File: config.mk
export PLATFORM = sky130hd
export DESIGN_NAME = audio_i2s_tx
export DESIGN_NICKNAME = d
export VERILOG_FILES = /design/src/rtl/audio_i2s_tx.sv
export SDC_FILE = /design/constraint.sdc
export NUM_CORES = 1
export LEC_CHECK = 0
export ABC_CLOCK_PERIOD_IN_PS = 2900
export CAP_MARGIN = 5
export CORE_ASPECT_RATIO = 0.7
export CORE_MARGIN = 4
export CORE_UTILIZATION = 25
export DETAILED_ROUTE_END_ITERATION = 7
export GPL_TIMING_DRIVEN = 0
export PLACE_DENSITY = 0.48
export REMOVE_ABC_BUFFERS = 1
export SLEW_MARGIN = 20
export SYNTH_ARGS = -nofsm -noshare
export SYNTH_HDL_FRONTEND = slang
export SYNTH_SLANG_ARGS = --single-unit
File: constraint.sdc
create_clock -name clock -period 2.9 [get_ports clock]
set_input_delay 0.29 -clock clock [delete_from_list [all_inputs] [get_ports clock]]
set_output_delay 0.29 -clock clock [all_outputs]
set_load 0.005 [all_outputs]
File: src/rtl/audio_i2s_tx.sv
// I2S transmitter: divides the system clock into bclk/lrck and serialises one mono sample per
// frame, MSB first, onto both channel slots. A single holding register decouples the source.
module audio_i2s_tx #(
    parameter int unsigned WIDTH     = 24,
    parameter int unsigned BCLK_HALF = 9
) (
    input  logic             clock,
    input  logic             clear,
    input  logic [WIDTH-1:0] sample_in,
    input  logic             sample_valid,
    output logic             sample_ready,
    output logic             bclk,
    output logic             lrck,
    output logic             sdata,
    output logic             underrun
);

    localparam int unsigned    DivW    = $clog2(BCLK_HALF);
    localparam logic [DivW-1:0] DivLast = DivW'(BCLK_HALF - 1);
    localparam logic [5:0]     WidthL  = 6'(WIDTH);

    logic [DivW-1:0]  div_q, div_d;
    logic             bclk_q, bclk_d;
    logic             lrck_q, lrck_d;
    logic             sdata_q, sdata_d;
    logic             underrun_q, underrun_d;
    logic [5:0]       bit_cnt_q, bit_cnt_d;
    logic [WIDTH-1:0] hold_q, hold_d;
    logic             hold_full_q, hold_full_d;
    logic [WIDTH-1:0] frame_q, frame_d;

    logic             div_tick;
    logic             fall;
    logic             frame_load;
    logic [5:0]       next_bit;
    logic [4:0]       pos;
    logic [WIDTH-1:0] shifted;
    logic             bit_out;

    always_comb begin
        div_tick   = (div_q == DivLast);
        fall       = div_tick && bclk_q;
        next_bit   = bit_cnt_q + 6'd1;
        frame_load = fall && (next_bit == 6'd0);
        // Slot position within the 32-bit half frame; b=0 and b=32 both map to 31.
        pos        = next_bit[4:0] - 5'd1;
        shifted    = frame_q << pos;
        bit_out    = ({1'b0, pos} < WidthL) ? shifted[WIDTH-1] : 1'b0;
    end

    always_comb begin
        div_d       = div_tick ? '0 : div_q + DivW'(1);
        bclk_d      = div_tick ? ~bclk_q : bclk_q;
        lrck_d      = lrck_q;
        sdata_d     = sdata_q;
        bit_cnt_d   = bit_cnt_q;
        underrun_d  = 1'b0;
        hold_d      = hold_q;
        hold_full_d = hold_full_q;
        frame_d     = frame_q;

        if (fall) begin
            bit_cnt_d = next_bit;
            lrck_d    = next_bit[5];
            sdata_d   = bit_out;
        end

        if (frame_load) begin
            if (hold_full_q) begin
                frame_d     = hold_q;
                hold_full_d = 1'b0;
            end else begin
                underrun_d = 1'b1;
            end
        end

        // Ready is the pre-edge empty flag, so a load and an accept never coincide.
        if (sample_valid && !hold_full_q) begin
            hold_d      = sample_in;
            hold_full_d = 1'b1;
        end
    end

    always_ff @(posedge clock) begin
        if (clear) begin
            div_q       <= '0;
            bclk_q      <= 1'b0;
            lrck_q      <= 1'b0;
            sdata_q     <= 1'b0;
            underrun_q  <= 1'b0;
            bit_cnt_q   <= 6'd63;
            hold_q      <= '0;
            hold_full_q <= 1'b0;
            frame_q     <= '0;
        end else begin
            div_q       <= div_d;
            bclk_q      <= bclk_d;
            lrck_q      <= lrck_d;
            sdata_q     <= sdata_d;
            underrun_q  <= underrun_d;
            bit_cnt_q   <= bit_cnt_d;
            hold_q      <= hold_d;
            hold_full_q <= hold_full_d;
            frame_q     <= frame_d;
        end
    end

    assign sample_ready = ~hold_full_q;
    assign bclk         = bclk_q;
    assign lrck         = lrck_q;
    assign sdata        = sdata_q;
    assign underrun     = underrun_q;

endmodule

==> flow_metrics.env <==
export IMPL_firstDrtPassIters=4
export IMPL_critPathLaunchType="register"
export IMPL_comb_power_share_pct=5.5
export IMPL_die_width_um=134
export IMPL_fp_dieH_um=96.4
export IMPL_dp_hpwl_um=4080
export IMPL_maxCapViolations=0
export IMPL_nets=368
export IMPL_clock_fmax_mhz=403
export IMPL_ys_ff_latch=63
export IMPL_seqPwrFrac_pct=44.6
export IMPL_p_leak_nw=1.19
export IMPL_place_congestion=0.658
export IMPL_gr_usage_met1_pct=14.2
export IMPL_synth_ff_type="dfxtp_1"
export IMPL_rsz0062_at_grt="false"
export IMPL_path_max_fanout=25
export IMPL_cts_buffers=9
export IMPL_hold_viol_final=0
export IMPL_grt_pass1_wl_um=11100
export IMPL_start_util_pct=26.2
export IMPL_tightest_slew_ns=0.817
export IMPL_synth_edff_count=0
export IMPL_syn_avg_cell_area_um2=8.69
export IMPL_final_core_utilization_pct=32.5
export IMPL_drt_iter0_drc=156
export IMPL_fin_crit_sh_pct=85.6
export IMPL_grt_pass1_vias=2256
export IMPL_rows=31
export IMPL_clock_sinks=63
export IMPL_p_total_mw=2.05
export IMPL_antenna_found_initial=0
export IMPL_worstSkewPairLatency_ns=0.33
export IMPL_routed_wl_um=6410
export IMPL_tns_ns=0
export IMPL_internal_power_mw=1.61
export IMPL_r2r_slack_ns=0.42
export IMPL_cts_tree="yes"
export IMPL_clock_power_share_pct=49.9
export IMPL_ir_drop_mv=0.246
export IMPL_syn_inst=321
export IMPL_via_per_inst=4.60
export IMPL_htree_levels=3
export IMPL_syn2layout_area_growth_pct=23.8
export IMPL_synthArstFlopShare_pct=0
export IMPL_boundaryPins=32
export IMPL_grt_busiest_layer="met2"
export IMPL_critical_path_class="register to register"
export IMPL_drive_gt1_share_pct=9.17
export IMPL_grt_remaining_overflow=0
export IMPL_numPortBuffers=31
export IMPL_grt_total_usage_pct=10.8
export IMPL_fin_area_mm2=0.00345
export IMPL_die_area_mm2=0.0129
export IMPL_hp_class="register to register"
export IMPL_met2_usage_pct=16.6
export IMPL_cts_root_buf="clkbuf_16"
export IMPL_setup_viol=0
export IMPL_crit_path_end_kind="register"
export IMPL_slew_headroom_pct=45.4
export IMPL_use_met3_pct=4.87
export IMPL_cp_data_required_time_ns=3.08
export IMPL_period_needed_ns=2.48
export IMPL_dpl_cell_area_mm2=0.00318
export IMPL_ctsLongestPathBuffers=2
export IMPL_antenna_left=0
export IMPL_antenna_cells=0
export IMPL_grt_max_degree=65
export IMPL_vias=2235
export IMPL_core_area_mm2=0.0106
export IMPL_p_sw_share_pct=21.2
export IMPL_yosys_warnings=0
export IMPL_post_route_drc_count=0
export IMPL_status="finished clean"
export IMPL_drv_slew=0
export IMPL_p_per_area_mw_per_mm2=592
export IMPL_seq_area_frac_synth_pct=45.2
export IMPL_wl_per_cell_um=13.2
export IMPL_path_clk_slew_ns=0.05
export IMPL_clock_skew_ns=0.00515
export IMPL_switching_power_mw=0.433
export IMPL_syn_area_mm2=0.00279
export IMPL_place_ws_ns=0.178
export IMPL_ys_types=43
export IMPL_setup_ws_ns=0.417
export IMPL_critical_path_arrival_ns=2.67
-- power by group through the flow --
stage / combinational (mW) / sequential [mW] / clock (mW)
6_report: 0.113 / 0.913 / 1.02
4_1_cts: 0.117 / 0.912 / 1.05
5_1_grt: 0.129 / 0.917 / 1.09
3_5_place_dp: 0.116 / 0.930 / 0
3_3_place_gp: 0.112 / 0.929 / 0
2_1_floorplan: 0.0476 / 0.923 / 0
-- what timing repair did --
action,CTS,global route
hold buffers,0,0
buffers inserted,0,0
gates resized for setup,0,1
endpoints found under the setup margin,0,24
-- cell usage in the layout (no fill, tap or decap), types with 2 or more instances in the layout --
cell type,Yosys,routed
dfxtp_1,63,61
mux4_2,6,6
nand3_1,27,27
o21ai_1,25,25
inv_1,2,2
and3_1,3,3
nor2_1,7,7
nor3_1,4,4
clkdlybuf4s50_1,0,30
nor3b_1,2,2
o21a_1,3,3
and3b_1,2,2
clkbuf_16,0,9
mux2_2,3,3
dfxtp_2,0,2
nand2_1,56,56
xnor2_1,4,4
mux2i_1,2,2
xor2_1,3,3
nand3b_1,2,2
nand2b_1,3,3
o21bai_1,3,3
a21oi_1,51,51
ha_1,4,4
-- cell usage after synthesis, drive strengths merged, types with 4 or more instances --
cell type | number | area share (%)
xnor2 | 4 | 1.3
nand2 | 56 | 7.5
dfxtp | 63 | 45
nor2 | 7 | 0.94
mux4 | 6 | 4.8
a21oi | 51 | 9.2
clkbuf | 15 | 2.0
ha | 4 | 1.8
nand3 | 27 | 4.8
buf | 12 | 2.8
nor3 | 4 | 0.72
o21ai | 25 | 4.5
-- final timing paths --
check / start / to / cells past startpoint
worst min-delay path: hold_q[2] / hold_q[2] / 2
worst max-delay path: bit_cnt_q[0] / frame_q[22] / 6
worst min register to register: hold_q[2] / hold_q[2] / 2
worst max register to register: bit_cnt_q[0] / frame_q[22] / 6
-- registers in the layout, summed over array words and instances (netlist names) --
| signal | count |
|---|---|
| bclk | 1 |
| bit_cnt_q | 6 |
| div_q | 4 |
| frame_q | 24 |
| hold_full_q | 1 |
| hold_q | 24 |
| lrck | 1 |
| sdata | 1 |
| underrun | 1 |
-- cells by family after synthesis --
family	synth area share, %
buf+inv	5.20
fa+ha+maj	1.79
xor+xnor	2.20
mux	6.77
flops	45.2
compound gates	19.0
simple gates	19.8
-- layout make-up --
type,count,area (um2)
fillers,1142,7170
flip-flops and latches,63,1260
repair buffers,32,323
multi-input cells,228,1400
inverters,3,11.3
well taps,148,185
clock buffers,10,239
clock inverters,2,35.0
-- critical path: stages (launching register included) --
cell       delay (ns)
dfxtp_2          0.52
ha_1             0.38
nand3_1          0.18
xor2_1           0.39
o2111ai_4        0.49
o21ai_1          0.29
a21oi_1          0.08
-- per-layer routing --
metal  share of wire, %  vias up  wire (um)
met5                  0        -          0
met4               0.94        0         60
met3                5.0        7        320
met2                 42       32       2680
met1                 52     1038       3350
li1                   -     1158          -
-- per-stage QoR --
step | std cells | hold WS (ns)
4_1_cts | 486 | 0.458
2_1_floorplan | 294 | 0.359
5_1_grt | 486 | 0.471
3_5_place_dp | 474 | 0.451
6_report | 486 | 0.455
3_3_place_gp | 473 | 0.447
Note: power is estimated with default switching activity, not from simulation.
